===== src/rtl/smvm_pkg.sv =====
// Shared definitions for the COO stream fetcher.
//   fetch_state_t : controller states (IDLE, FETCH, DRAIN, DONE)
//   DRAIN_CYCLES  : cycles spent flushing the issue->beat pipeline
//   sentinel_row  : row id used to mark padded/exhausted lanes
package smvm_pkg;

    typedef enum logic [1:0] {
        IDLE  = 2'd0,
        FETCH = 2'd1,
        DRAIN = 2'd2,
        DONE  = 2'd3
    } fetch_state_t;

    // The last issued read needs two more cycles (memory + beat register).
    localparam int DRAIN_CYCLES = 2;

    // The sentinel row id equals the matrix row count, so downstream can
    // skip such lanes with a single compare.
    function automatic logic [31:0] sentinel_row(input int unsigned num_rows);
        return 32'(num_rows);
    endfunction

endpackage


===== src/rtl/coo_stream_fetcher_if.sv =====
// Bus bundle for coo_stream_fetcher.
//   control : start, hold, ch_base, ch_count (into the fetcher)
//   memory  : mem_rd, mem_addr (out), mem_value/mem_col/mem_row (in, one
//             cycle after mem_rd)
//   beat    : values, col_id, row_id, rdy (out), plus busy/done status
// master = fetcher side, slave = environment side.
interface coo_stream_fetcher_if #(
    parameter int NUM_CHANNELS = 4,
    parameter int ADDR_W       = 10
);
    logic                                  start;
    logic                                  hold;
    logic [NUM_CHANNELS-1:0][ADDR_W-1:0]   ch_base;
    logic [NUM_CHANNELS-1:0][ADDR_W:0]     ch_count;
    logic [NUM_CHANNELS-1:0]               mem_rd;
    logic [NUM_CHANNELS-1:0][ADDR_W-1:0]   mem_addr;
    logic [NUM_CHANNELS-1:0][31:0]         mem_value;
    logic [NUM_CHANNELS-1:0][31:0]         mem_col;
    logic [NUM_CHANNELS-1:0][31:0]         mem_row;
    logic [NUM_CHANNELS-1:0][31:0]         values;
    logic [NUM_CHANNELS-1:0][31:0]         col_id;
    logic [NUM_CHANNELS-1:0][31:0]         row_id;
    logic                                  rdy;
    logic                                  busy;
    logic                                  done;

    modport master (
        input  start, hold, ch_base, ch_count, mem_value, mem_col, mem_row,
        output mem_rd, mem_addr, values, col_id, row_id, rdy, busy, done
    );

    modport slave (
        output start, hold, ch_base, ch_count, mem_value, mem_col, mem_row,
        input  mem_rd, mem_addr, values, col_id, row_id, rdy, busy, done
    );
endinterface


===== src/rtl/coo_channel_ptr.sv =====
// Per-channel COO walk state: read pointer and remaining-entry count.
//   load           : capture base/count (accepted start)
//   issue_en       : controller allows reads this cycle (FETCH, no hold)
//   issue          : this channel reads this cycle
//   addr           : read address (zero when not issuing)
//   exhausted_next : no entries left after this cycle's update
module coo_channel_ptr #(
    parameter int ADDR_W = 10
) (
    input  logic              clk,
    input  logic              rst,
    input  logic              load,
    input  logic              issue_en,
    input  logic [ADDR_W-1:0] base,
    input  logic [ADDR_W:0]   count,
    output logic              issue,
    output logic [ADDR_W-1:0] addr,
    output logic              exhausted_next
);
    logic [ADDR_W-1:0] ptr_q, ptr_d;
    logic [ADDR_W:0]   rem_q, rem_d;

    always_comb begin
        ptr_d = ptr_q;
        rem_d = rem_q;
        issue = issue_en && (rem_q != '0);
        if (load) begin
            ptr_d = base;
            rem_d = count;
        end else if (issue) begin
            // Pointer wraps naturally at 2^ADDR_W.
            ptr_d = ptr_q + ADDR_W'(1);
            rem_d = rem_q - (ADDR_W+1)'(1);
        end
        addr           = issue ? ptr_q : '0;
        exhausted_next = (rem_d == '0);
    end

    always_ff @(posedge clk or posedge rst) begin
        if (rst) begin
            ptr_q <= '0;
            rem_q <= '0;
        end else begin
            ptr_q <= ptr_d;
            rem_q <= rem_d;
        end
    end
endmodule


===== src/rtl/coo_stream_fetcher.sv =====
// COO stream fetcher: walks NUM_CHANNELS slices of a COO matrix and emits
// one (value, col_id, row_id) triple per channel per beat, qualified by rdy.
//   clk, rst : clock, asynchronous active-high reset
//   bus      : coo_stream_fetcher_if.master (control, memory, beat, status)
// Issue in cycle t -> memory data in t+1 -> registered beat in t+2.
module coo_stream_fetcher
    import smvm_pkg::*;
#(
    parameter int NUM_CHANNELS = 4,
    parameter int NUM_ROWS     = 128,
    parameter int ADDR_W       = 10
) (
    input  logic                  clk,
    input  logic                  rst,
    coo_stream_fetcher_if.master  bus
);
    localparam logic [31:0] SENTINEL_ROW = sentinel_row(NUM_ROWS);
    localparam logic [1:0]  DRAIN_LAST   = 2'(DRAIN_CYCLES - 1);

    fetch_state_t state_q, state_d;
    logic [1:0]   drain_cnt_q, drain_cnt_d;
    logic         load, issue_en;

    wire  [NUM_CHANNELS-1:0] issue;
    wire  [NUM_CHANNELS-1:0] exhausted_next;
    wire  [NUM_CHANNELS-1:0] count_zero;
    logic [ADDR_W-1:0]       addr_arr [NUM_CHANNELS];

    // Stage 1: which lanes issued last cycle (their data is on mem_* now).
    logic [NUM_CHANNELS-1:0] issued_q, issued_d;
    logic                    rdy_q, rdy_d;
    logic                    beat_valid;

    // Stage 2: beat output registers.
    logic [31:0] val_q [NUM_CHANNELS];
    logic [31:0] val_d [NUM_CHANNELS];
    logic [31:0] col_q [NUM_CHANNELS];
    logic [31:0] col_d [NUM_CHANNELS];
    logic [31:0] row_q [NUM_CHANNELS];
    logic [31:0] row_d [NUM_CHANNELS];

    assign beat_valid = |issued_q;

    for (genvar gi = 0; gi < NUM_CHANNELS; gi++) begin : g_lane
        coo_channel_ptr #(.ADDR_W(ADDR_W)) u_ptr (
            .clk            (clk),
            .rst            (rst),
            .load           (load),
            .issue_en       (issue_en),
            .base           (bus.ch_base[gi]),
            .count          (bus.ch_count[gi]),
            .issue          (issue[gi]),
            .addr           (addr_arr[gi]),
            .exhausted_next (exhausted_next[gi])
        );

        assign count_zero[gi] = (bus.ch_count[gi] == '0);

        always_comb begin
            val_d[gi] = val_q[gi];
            col_d[gi] = col_q[gi];
            row_d[gi] = row_q[gi];
            if (beat_valid) begin
                if (issued_q[gi]) begin
                    val_d[gi] = bus.mem_value[gi];
                    col_d[gi] = bus.mem_col[gi];
                    row_d[gi] = bus.mem_row[gi];
                end else begin
                    // Exhausted lane inside a live beat: padded entry.
                    val_d[gi] = '0;
                    col_d[gi] = '0;
                    row_d[gi] = SENTINEL_ROW;
                end
            end
            // Entering/holding DONE: every lane shows the completion marker.
            // The pipeline is empty by then, so this never hides a beat.
            if (state_d == DONE) begin
                row_d[gi] = SENTINEL_ROW;
            end
        end

        always_ff @(posedge clk or posedge rst) begin
            if (rst) begin
                val_q[gi] <= '0;
                col_q[gi] <= '0;
                row_q[gi] <= '0;
            end else begin
                val_q[gi] <= val_d[gi];
                col_q[gi] <= col_d[gi];
                row_q[gi] <= row_d[gi];
            end
        end
    end

    // Controller next state.
    always_comb begin
        state_d     = state_q;
        drain_cnt_d = drain_cnt_q;
        load        = 1'b0;
        issue_en    = 1'b0;
        case (state_q)
            IDLE, DONE: begin
                if (bus.start) begin
                    load        = 1'b1;
                    drain_cnt_d = '0;
                    state_d     = (&count_zero) ? DRAIN : FETCH;
                end
            end
            FETCH: begin
                issue_en = !bus.hold;
                if (&exhausted_next) begin
                    drain_cnt_d = '0;
                    state_d     = DRAIN;
                end
            end
            DRAIN: begin
                if (drain_cnt_q == DRAIN_LAST) begin
                    state_d = DONE;
                end else begin
                    drain_cnt_d = drain_cnt_q + 2'd1;
                end
            end
            default: state_d = IDLE;
        endcase
    end

    always_comb begin
        issued_d = issue;
        rdy_d    = beat_valid;
    end

    always_ff @(posedge clk or posedge rst) begin
        if (rst) begin
            state_q     <= IDLE;
            drain_cnt_q <= '0;
            issued_q    <= '0;
            rdy_q       <= 1'b0;
        end else begin
            state_q     <= state_d;
            drain_cnt_q <= drain_cnt_d;
            issued_q    <= issued_d;
            rdy_q       <= rdy_d;
        end
    end

    always_comb begin
        for (int k = 0; k < NUM_CHANNELS; k++) begin
            bus.mem_addr[k] = addr_arr[k];
            bus.values[k]   = val_q[k];
            bus.col_id[k]   = col_q[k];
            bus.row_id[k]   = row_q[k];
        end
    end

    assign bus.mem_rd = issue;
    assign bus.rdy    = rdy_q;
    assign bus.busy   = (state_q == FETCH) || (state_q == DRAIN);
    assign bus.done   = (state_q == DONE);
endmodule

===== src/flat_wrapper.sv =====
// flat-port wrapper written by rule: the top's interface ports become plain ports
module coo_stream_fetcher_flat import smvm_pkg::*;
#(
    parameter int NUM_CHANNELS = 4,
    parameter int NUM_ROWS     = 128,
    parameter int ADDR_W       = 10
)
  (clk, rst, bus_start, bus_hold, bus_ch_base, bus_ch_count, bus_mem_value, bus_mem_col, bus_mem_row, bus_mem_rd, bus_mem_addr, bus_values, bus_col_id, bus_row_id, bus_rdy, bus_busy, bus_done);
  coo_stream_fetcher_if #(.NUM_CHANNELS(NUM_CHANNELS), .ADDR_W(ADDR_W)) bus_i ();
  input  logic clk;
  input  logic rst;
  input wire logic [$bits(bus_i.start)-1:0] bus_start;
  input wire logic [$bits(bus_i.hold)-1:0] bus_hold;
  input wire logic [$bits(bus_i.ch_base)-1:0] bus_ch_base;
  input wire logic [$bits(bus_i.ch_count)-1:0] bus_ch_count;
  input wire logic [$bits(bus_i.mem_value)-1:0] bus_mem_value;
  input wire logic [$bits(bus_i.mem_col)-1:0] bus_mem_col;
  input wire logic [$bits(bus_i.mem_row)-1:0] bus_mem_row;
  output wire logic [$bits(bus_i.mem_rd)-1:0] bus_mem_rd;
  output wire logic [$bits(bus_i.mem_addr)-1:0] bus_mem_addr;
  output wire logic [$bits(bus_i.values)-1:0] bus_values;
  output wire logic [$bits(bus_i.col_id)-1:0] bus_col_id;
  output wire logic [$bits(bus_i.row_id)-1:0] bus_row_id;
  output wire logic [$bits(bus_i.rdy)-1:0] bus_rdy;
  output wire logic [$bits(bus_i.busy)-1:0] bus_busy;
  output wire logic [$bits(bus_i.done)-1:0] bus_done;
  assign bus_i.start = bus_start;
  assign bus_i.hold = bus_hold;
  assign bus_i.ch_base = bus_ch_base;
  assign bus_i.ch_count = bus_ch_count;
  assign bus_i.mem_value = bus_mem_value;
  assign bus_i.mem_col = bus_mem_col;
  assign bus_i.mem_row = bus_mem_row;
  assign bus_mem_rd = bus_i.mem_rd;
  assign bus_mem_addr = bus_i.mem_addr;
  assign bus_values = bus_i.values;
  assign bus_col_id = bus_i.col_id;
  assign bus_row_id = bus_i.row_id;
  assign bus_rdy = bus_i.rdy;
  assign bus_busy = bus_i.busy;
  assign bus_done = bus_i.done;
  coo_stream_fetcher #(.NUM_CHANNELS(NUM_CHANNELS), .NUM_ROWS(NUM_ROWS), .ADDR_W(ADDR_W)) u_core (.clk(clk), .rst(rst), .bus(bus_i));
endmodule

===== config.mk =====
export PLATFORM = sky130hd
export DESIGN_NAME = coo_stream_fetcher_flat
export DESIGN_NICKNAME = d
export VERILOG_FILES = /design/src/rtl/smvm_pkg.sv /design/src/rtl/coo_stream_fetcher_if.sv /design/src/rtl/coo_channel_ptr.sv /design/src/rtl/coo_stream_fetcher.sv /design/src/flat_wrapper.sv
export SDC_FILE = /design/constraint.sdc
export NUM_CORES = 1
export LEC_CHECK = 0
export CORE_AREA = 3 3 346 348
export CTS_CLUSTER_SIZE = 16
export DETAILED_ROUTE_END_ITERATION = 8
export DIE_AREA = 0 0 349 351
export PLACE_DENSITY_LB_ADDON = 0.25
export SLEW_MARGIN = 20
export SYNTH_ARGS = -nofsm -noshare
export SYNTH_HDL_FRONTEND = slang
export SYNTH_SLANG_ARGS = --single-unit
export TNS_END_PERCENT = 20

===== constraint.sdc =====
create_clock -name clk -period 30.4 [get_ports clk]
set_input_delay 3.04 -clock clk [delete_from_list [all_inputs] [get_ports clk]]
set_output_delay 3.04 -clock clk [all_outputs]
set_load 0.1 [all_outputs]

==> results.md, run 1 <==
* Number of fill cells in the layout at 12098
* # H-tree levels at 2
* Post-CTS Hold Buffers at 0
* Syn Std Cell Area at 0.0205 mm2
* Port Buffers at 902
* Root Buffer: clkbuf_16
* CTS Buffer Depth at 3
* Library cells used by synthesis at 75
* Relative slew slack at 12.4%
* Post-synthesis async set-or-reset flop share at 100%
* Setup violations, final at 0
* Met2 wire length at 46800 um
* DR top layer: met5
* CTS tree: yes
* Initial DRC count at 991
* Kind of end point of the critical path: primary output
* Pin count of the biggest net entering global routing at 175
* Crit path DAT at 6.75 ns
* RSZ-0062 raised after global routing: no
* Clock-pin slew of the registers on the worst-case setup and hold paths at 0.06 ns
* Setup tns final at 0 ns
* Die area at 0.122 mm2
* Total clock buffers created by CTS at 61
* DP HPWL at 74000 um
* CP Launch Type: input port
* Worst Skew at 0.0222 ns
* Syn_area_per_cell at 12.2 um2
* Req. time, crit path at 27.36 ns
* FF+latch area at 0.0120 mm2
* Gpl congestion at 0.818
* Final #Nets at 3015
* Vias/cell at 4.24
* Core ar. at 0.117 mm2
* Final Hold Vio Count at 0
* Post-DP Area at 0.0310 mm2
* FP Rows at 125
* Reg-to-reg slack, setup at 24.78 ns
* Total track usage at 15.5%
* CTS sink count at 477
* Detailed-route wire length per cell at 24.1 um
* Design Area, Final at 0.0332 mm2
* Starting Density at 17.6%
* Post-synthesis sequential area ratio at 58.2%
* CTS resizes at 0
* DIE WIDTH at 349 um
* Synth Flop Type: dfrtp_1
* Area grow syn2layout at 61.7%
* Global route overflow at 0
* Vias at 17456
* Worst-Margin Slew at 1.31 ns
* Share of cells above drive strength 1 at 10.3%
* WL met3 at 8040 um
* HP Class: register to register
* #FFs+latches synth at 477
* Remaining antenna violation count at 0
* DRT Pass-1 Iters at 5
* Antenna violations before repair at 37
* Vias in the first global route at 18248
* DRC at 0
* Run status: complete, no violations
* Wl on met1 at 41900 um
* Synthesized Nets at 2165
* Crit Path Class: input port to primary output
* Clock period minus final worst setup slack at 9.79 ns
* IO Pins at 903
* CP Max Fanout at 18
* Number of flops mapped to enable cells by yosys at 0
* Die H at 351 um
* Period utilisation layout at 32.2%
* Final WL at 99400 um
* Fin. max-slew vios at 0
* Multi-input combinational cell area at 0.00779 mm2
* Post-CTS setup buffers at 0
* Post-Syn Instances at 1681
* Peak Freq at 0.102 GHz
* First-pass GRT wire length at 139000 um
* Max_cap viols at 0
* Synth warnings at 0
* Clock latency on the worst-skew pair at 0.65 ns
[area by class of cell]
class	instances	area share, %
antenna	14	0.106
tap	1524	5.75
timing repair buffer	923	27.8
sequential	477	36.0
multi-input combinational	1044	23.5
clock buffer	81	5.28
inverter	24	0.294
clock inverter	33	1.33
[per-stage QoR]
stage               util (%)  instances  setup WS [ns]  hold WS [ns]
CTS                     28.5       4106          20.60         0.498
finish                  28.5       4120          20.61         0.492
global route            28.5       4110          20.44         0.505
global placement        26.6       3992          20.71         0.478
detailed placement      26.6       3992          20.61         0.479
floorplan                  -       1681          14.05         0.464
[cell usage in the layout, fill, tap and decap left out, drive strengths merged, types with 15 or more instances in the layout]
cell	instances
nor3	20
a22o	257
buf	24
xnor2	15
inv	26
nand2	82
and2	46
a22oi	126
nand3	29
nor4	18
clkinv	18
o21ai	64
a21oi	19
xor2	32
clkdlybuf4s50	899
dfrtp	477
nor2	172
clkbuf	81
[synth_stat cells, drive strengths merged, types with 18 or more instances]
master / instances / area [um2]
inv: 24 / 90.1
o21ai: 64 / 320
nor4: 18 / 146
xor2: 32 / 280
a22oi: 126 / 946
buf: 25 / 315
dfrtp: 477 / 11900
clkbuf: 111 / 417
a22o: 257 / 2250
nor3: 20 / 100
nand2: 82 / 310
nand3: 29 / 145
a21oi: 19 / 95.1
nor2: 172 / 1350
and2: 46 / 288
[path summary, 6_finish.rpt]
kind | from | end | cells past startpoint
max in group asynchronous | rst | u_core.issued_q[2]$_DFF_PP0_ | 5
hold / removal | u_core.bus.col_id[0]$_DFFE_PP0P_ | u_core.bus.col_id[0]$_DFFE_PP0P_ | 1
min in group asynchronous | rst | u_core.bus.values[19]$_DFFE_PP0P_ | 2
hold reg to reg | u_core.bus.col_id[0]$_DFFE_PP0P_ | u_core.bus.col_id[0]$_DFFE_PP0P_ | 1
setup reg to reg | u_core.state_q[1]$_DFF_PP0_ | u_core.bus.row_id[47]$_DFFE_PP0P_ | 12
setup / recovery | bus_hold | bus_mem_addr[22] | 5
[state kept, by name, indices dropped and copies added, names as in the netlist]
register and count:
u_core.bus.row_id 128, u_core.bus.col_id 128, u_core.g_lane.u_ptr.ptr_q 40, u_core.issued_q 4, u_core.bus.values 128, u_core.drain_cnt_q 2, u_core.g_lane.u_ptr.rem_q 44, u_core.bus.rdy 1
u_core.state_q 2
[routing by layer]
| metal | track usage (%) | vias up |
|---|---|---|
| met5 | 0 | - |
| met4 | 4.67 | 16 |
| met3 | 5.15 | 143 |
| met2 | 25.1 | 677 |
| met1 | 19.6 | 8678 |
| li1 | - | 7942 |
[worst max-delay path, cell delays in order]
cell and delay (ns):
clkdlybuf4s50_1 0.52, nor2b_1 0.68, o31a_1 0.97, and2_1 0.34, clkdlybuf4s50_1 1.17
[cells by family after synthesis]
| group | synth area share [%] |
|---|---|
| AO/OA/AOI/OAI | 20.3 |
| flip-flops | 58.2 |
| AND/OR/NAND/NOR | 13.9 |
| buffers and inverters | 4.01 |
| XOR/XNOR | 2.01 |
| multiplexers | 0.817 |
| adder cells (fa/ha/maj) | 0.732 |
Power of run 1 is not shown: default switching activity piles up to over one toggle a cycle in this logic, so the estimate is an artifact.
==> run 2, diff against run 1 <==
clock period = 9.5 ns   (was 30.4 ns; I/O delays follow)
==> run 2 against run 1 <==
Non-clock buffer count shrank 2. Flip-flop and latch count is the same. Largest cell class unchanged. Sequential share of layout area grew 0.24 points.
==> results.md, run 2 (synthesis results as in run 1) <==
* Number of fill cells in the layout at 12109 (was 12098)
* Vias/cell at 4.22 (was 4.24)
* Multi-input combinational cell area at 0.00779 mm2 (unchanged)
* Remaining antenna violation count at 0 (unchanged)
* Fin cells at 4112 (was 4120)
* Total clock buffers created by CTS at 58 (was 61)
* Clock-pin slew of the registers on the worst-case setup and hold paths at 0.06 ns (about the same)
* Gpl congestion at 0.808 (was 0.818)
* Root Buffer: clkbuf_16 (unchanged)
* Die H at 351 um (unchanged)
* Port Buffers at 902 (unchanged)
* Initial DRC count at 1302 (was 991)
* DIE WIDTH at 349 um (unchanged)
* Setup crit start: u_core.state_q[1]$_DFF_PP0_ (was bus_hold)
* First-pass GRT wire length at 133000 um (was 139000 um)
* Relative slew slack at 20.5% (was 12.4%)
* CTS resizes at 0 (unchanged)
* Starting Density at 17.6% (unchanged)
* WP buf/inv at 2 (unchanged)
* Run status: complete, no violations (unchanged)
* IO Pins at 903 (unchanged)
* FF-to-FF Start: u_core.state_q[1]$_DFF_PP0_ (unchanged)
* Post-DP Area at 0.0309 mm2 (was 0.0310 mm2)
* Leading cell type in the layout, fill and taps excluded: clkdlybuf4s50_1 (unchanged)
* Worst-Margin Slew at 1.19 ns (was 1.31 ns)
* CTS tree: yes (unchanged)
* Total track usage at 14.7% (was 15.5%)
* Final Hold Vio Count at 0 (unchanged)
* Worst path cell trace: inv_1 -> ha_1 -> nor2b_1 -> o31a_1 -> and2_1 -> clkdlybuf4s50_1 (was clkdlybuf4s50_1 -> nor2b_1 -> o31a_1 -> and2_1 -> clkdlybuf4s50_1)
* DRT Pass-1 Iters at 7 (was 5)
* Req. time, crit path at 8.55 ns (was 27.36 ns)
* Vias in the first global route at 17834 (was 18248)
* CP Max Fanout at 18 (unchanged)
* Peak Freq at 0.181 GHz
* CTS Buffer Depth at 3 (unchanged)
* FF+latch area at 0.0120 mm2 (unchanged)
* CP peak stage delay at 1.17 ns (about the same)
* RSZ-0062 raised after global routing: no (unchanged)
* Clock period minus final worst setup slack at 5.52 ns
* FP Rows at 125 (unchanged)
* Clock latency on the worst-skew pair at 0.65 ns (about the same)
* Most frequent cells in the layout: clkdlybuf4s50_1 (888), dfrtp_1 (473), a22o_1 (257) (was clkdlybuf4s50_1 (899), dfrtp_1 (473), a22o_1 (257))
* Pin count of the biggest net entering global routing at 170 (was 175)
* # H-tree levels at 2 (unchanged)
* Final #Nets at 3010 (was 3015)
* Final WL at 95300 um (was 99400 um)
* Worst Skew at 0.0216 ns (was 0.0222 ns)
* Global route overflow at 0 (unchanged)
* Detailed-route wire length per cell at 23.2 um (was 24.1 um)
* Area grow syn2layout at 60.6% (was 61.7%)
* Post-CTS Hold Buffers at 0 (unchanged)
* Antenna violations before repair at 30 (was 37)
* Kind of end point of the critical path: primary output (unchanged)
* Design Area, Final at 0.0330 mm2 (was 0.0332 mm2)
* DP HPWL at 70700 um (was 74000 um)
* Setup tns final at 0 ns (unchanged)
* Share of cells above drive strength 1 at 10.0% (was 10.3%)
* Period utilisation layout at 58.2%
* Crit Path Class: register to primary output (was input port to primary output)
* CP Launch Type: register (was input port)
* Critical hold path startpoint: u_core.bus.col_id[5]$_DFFE_PP0P_ (was u_core.bus.col_id[0]$_DFFE_PP0P_)
* Critical path's slowest cell: clkdlybuf4s50_1 (unchanged)
* HP Class: register to register (unchanged)
* Max_cap viols at 0 (unchanged)
* Setup violations, final at 0 (unchanged)
* Placed cell count at 3990 (was 3992)
* CTS sink count at 477 (unchanged)
* Vias at 17363 (was 17456)
* Core ar. at 0.117 mm2 (unchanged)
* Die area at 0.122 mm2 (unchanged)
* Fin. max-slew vios at 0 (unchanged)
* Cell family with most CP delay: buffers and inverters (unchanged)
* Post-CTS setup buffers at 0 (unchanged)
* Crit path DAT at 4.57 ns (was 6.75 ns)
* DRC at 0 (unchanged)
run 2: metal layers:
| metal | part of all wire (%) | vias to the layer above | track usage [%] |
|---|---|---|---|
| met5 | 0.078 | - | 0 |
| met4 | 3.3 | 12 | 5.29 |
| met3 | 8.1 | 125 | 4.82 |
| met2 | 48 | 653 | 24.0 |
| met1 | 41 | 8652 | 18.1 |
| li1 | - | 7921 | - |
run 2: worst paths after layout:
kind	to	slack, ns	depth (start not counted)
worst max-delay path	bus_mem_addr[26]	3.98	6
worst min-delay path	u_core.bus.col_id[5]$_DFFE_PP0P_	0.49	1
worst max register to register	u_core.bus.row_id[33]$_DFFE_PP0P_	4.00	12
worst min register to register	u_core.bus.col_id[5]$_DFFE_PP0P_	0.49	1
max in group asynchronous	u_core.bus.values[72]$_DFFE_PP0P_	6.51	4
min in group asynchronous	u_core.drain_cnt_q[0]$_DFFE_PP0P_	0.88	2
run 2: layout make-up:
cell class,count,area share (%)
Clock buffer,91,5.29
Inverter,24,0.285
Multi-Input combinational cell,1044,23.6
Sequential cell,477,36.2
Tap cell,1524,5.78
Antenna cell,16,0.121
Timing Repair Buffer,921,27.9
Clock inverter,15,0.748
run 2: worst register-to-register path, stage by stage, from the launching register on:
cell     delay (ns)
dfrtp_1        0.40
inv_1          0.08
ha_1           0.39
nor2b_1        0.72
o31a_1         0.85
xnor2_1        0.21
o32a_1         0.23
nor4b_1        0.31
and4_1         0.33
a41o_1         0.22
o211a_4        0.68
buf_12         0.63
nor2_1         0.32
run 2: stage by stage:
stage | util (%) | setup WS (ns) | hold slack [ns]
detailed placement | 26.6 | 3.30 | 0.479
CTS | 28.3 | 3.84 | 0.498
floorplan | - | 2.09 | 0.464
finish | 28.3 | 3.98 | 0.491
global route | 28.3 | 3.52 | 0.501
global placement | 26.6 | 3.36 | 0.479
Power of run 2 is left out for the same reason.
==> run 3, diff against run 2 <==
clock period = 5.72 ns   (was 9.5 ns; I/O delays follow)
==> run 3 against run 2 <==
Via count is 0.38% higher. Worst setup slack worse by 2.9 ns. Worst hold slack worse by 0.10 ns. Die area unchanged. Clock-buffer cell count down 6. Critical path depth rose by 1. Clock skew up 0.0015 ns. Cell area increased by 0.65%. Flip-flop and latch count unchanged. Highest routed layer unchanged. First-iteration DRC count fell by 14%. Sequential share of layout area is 0.23 points lower. Utilization rose by 0.18 points.
==> results.md, run 3 (synthesis results as in run 1) <==
* Final WL at 95800 um (was 95300 um)
* Worst Slack Setup Final at 1.08 ns (was 3.98 ns)
* Most frequent cells in the layout: clkdlybuf4s50_1 (879), dfrtp_1 (473), a22o_1 (257) (was clkdlybuf4s50_1 (888), dfrtp_1 (473), a22o_1 (257))
* Remaining antenna violation count at 0 (unchanged)
* Kind of end point of the critical path: primary output (unchanged)
* Total clock buffers created by CTS at 60 (was 58)
* Core ar. at 0.117 mm2 (unchanged)
* Post-CTS Hold Buffers at 0 (unchanged)
* Root Buffer: clkbuf_16 (unchanged)
* Share of cells above drive strength 1 at 11.2% (was 10.0%)
* Die area at 0.122 mm2 (unchanged)
* FP Rows at 125 (unchanged)
* CTS Buffer Depth at 3 (unchanged)
* Req. time, crit path at 5.15 ns (was 8.55 ns)
* Clock-pin slew of the registers on the worst-case setup and hold paths at 0.06 ns (about the same)
* Placed cell count at 4005 (was 3990)
* Reg-to-reg slack, setup at 1.28 ns (was 4.00 ns)
* # H-tree levels at 2 (unchanged)
* Total track usage at 14.8% (was 14.7%)
* Multi-input combinational cell area at 0.00779 mm2 (unchanged)
* FF-to-FF Start: u_core.state_q[1]$_DFF_PP0_ (unchanged)
* CTS resizes at 0 (unchanged)
* DP HPWL at 71400 um (was 70700 um)
* Reg2reg end: u_core.bus.row_id[109]$_DFFE_PP0P_ (was u_core.bus.row_id[33]$_DFFE_PP0P_)
* Max_cap viols at 0 (unchanged)
* Vias/cell at 4.23 (was 4.22)
* CP Max Fanout at 18 (unchanged)
* Pin count of the biggest net entering global routing at 160 (was 170)
* R2R cell count at 12 (unchanged)
* Post-CTS setup buffers at 0 (unchanged)
* Die H at 351 um (unchanged)
* Vias in the first global route at 18358 (was 17834)
* Worst-Margin Slew at 1.19 ns (about the same)
* Placement Setup Slack at 0.953 ns (was 3.30 ns)
* Global route overflow at 0 (unchanged)
* Detailed-route wire length per cell at 23.2 um (about the same)
* Area grow syn2layout at 61.7% (was 60.6%)
* Run status: complete, no violations (unchanged)
* Port Buffers at 902 (unchanged)
* Crit path DAT at 4.06 ns (was 4.57 ns)
* HP Class: input port to async pin (was register to register)
* Vias at 17429 (was 17363)
* Initial DRC count at 1116 (was 1302)
* CTS tree: yes (unchanged)
* Setup violations, final at 0 (unchanged)
* DRT Pass-1 Iters at 5 (was 7)
* Crit Path Class: register to primary output (unchanged)
* First-pass GRT wire length at 135000 um (was 133000 um)
* Clock period minus final worst setup slack at 4.64 ns
* Fin. max-slew vios at 0 (unchanged)
* Starting Density at 17.6% (unchanged)
* CTS sink count at 477 (unchanged)
* Worst Skew at 0.0231 ns (was 0.0216 ns)
* Final #Nets at 3027 (was 3010)
* Antenna violations before repair at 23 (was 30)
* Peak Freq at 0.216 GHz
* Number of fill cells in the layout at 12060 (was 12109)
* DRC at 0 (unchanged)
* Period utilisation layout at 81.1%
* Leading cell type in the layout, fill and taps excluded: clkdlybuf4s50_1 (unchanged)
* FF+latch area at 0.0120 mm2 (unchanged)
* RSZ-0062 raised after global routing: no (unchanged)
* DIE WIDTH at 349 um (unchanged)
* IO Pins at 903 (unchanged)
* Relative slew slack at 20.6% (was 20.5%)
* Final Hold Vio Count at 0 (unchanged)
* Gpl congestion at 0.826 (was 0.808)
* Fin cells at 4123 (was 4112)
* Clock latency on the worst-skew pair at 0.65 ns (about the same)
* CP Launch Type: register (unchanged)
* Setup crit start: u_core.state_q[1]$_DFF_PP0_ (unchanged)
run 3: changes by cell type in the layout (fill, tap and decap cells not counted), sizes merged:
cell           delta
diode             -6
buf              +24
inv               +1
clkdlybuf4s50     -9
clkinv            +6
clkbuf            -6
bufinv            +1
run 3: area by class of cell:
cell class,count,area share [%]
multi-input combinational,1044,23.5
inverter,24,0.283
antenna,10,0.0754
timing repair buffer,936,28.3
tap,1524,5.75
clock inverter,23,0.927
clock buffer,85,5.23
sequential,477,36.0
run 3: metrics by stage:
| step | cell area [um2] | util, % | TNS (ns) | hold WS (ns) |
|---|---|---|---|---|
| detailed placement | 31100 | 26.7 | 0 | 0.480 |
| global placement | 31100 | 26.7 | 0 | 0.478 |
| CTS | 33200 | 28.5 | 0 | 0.345 |
| global route | 33200 | 28.5 | 0 | 0.394 |
| finish | 33200 | 28.5 | 0 | 0.389 |
| floorplan | 20500 | - | -627.15 | 0.464 |
run 3: critical path, stage by stage (launching register included):
cell and delay (ns):
dfrtp_1 0.40, inv_1 0.08, ha_1 0.41, nand2b_1 0.41, a31oi_2 0.27, buf_4 0.28, and2_1 0.32, clkdlybuf4s50_1 1.22
run 3: how the worst max path moves through the flow:
stage	endpoint	slack, ns	cells past startpoint
after floorplan	u_core.bus.col_id[0]$_DFFE_PP0P_	-1.31	1
after global placement	u_core.bus.row_id[114]$_DFFE_PP0P_	1.01	11
after detailed placement	u_core.bus.row_id[36]$_DFFE_PP0P_	0.95	11
after CTS	bus_mem_addr[12]	1.03	7
after global routing	bus_mem_addr[12]	0.90	7
final	bus_mem_addr[12]	1.08	7
run 3: per-layer routing:
metal  GRT usage [%]  wire, um  share of wire, %
met4            3.39      1730               1.8
met5               0       112              0.12
met2            25.1     47200                49
met3            5.14      7760               8.1
met1            18.1     39000                41
Power of run 3 is left out for the same reason.
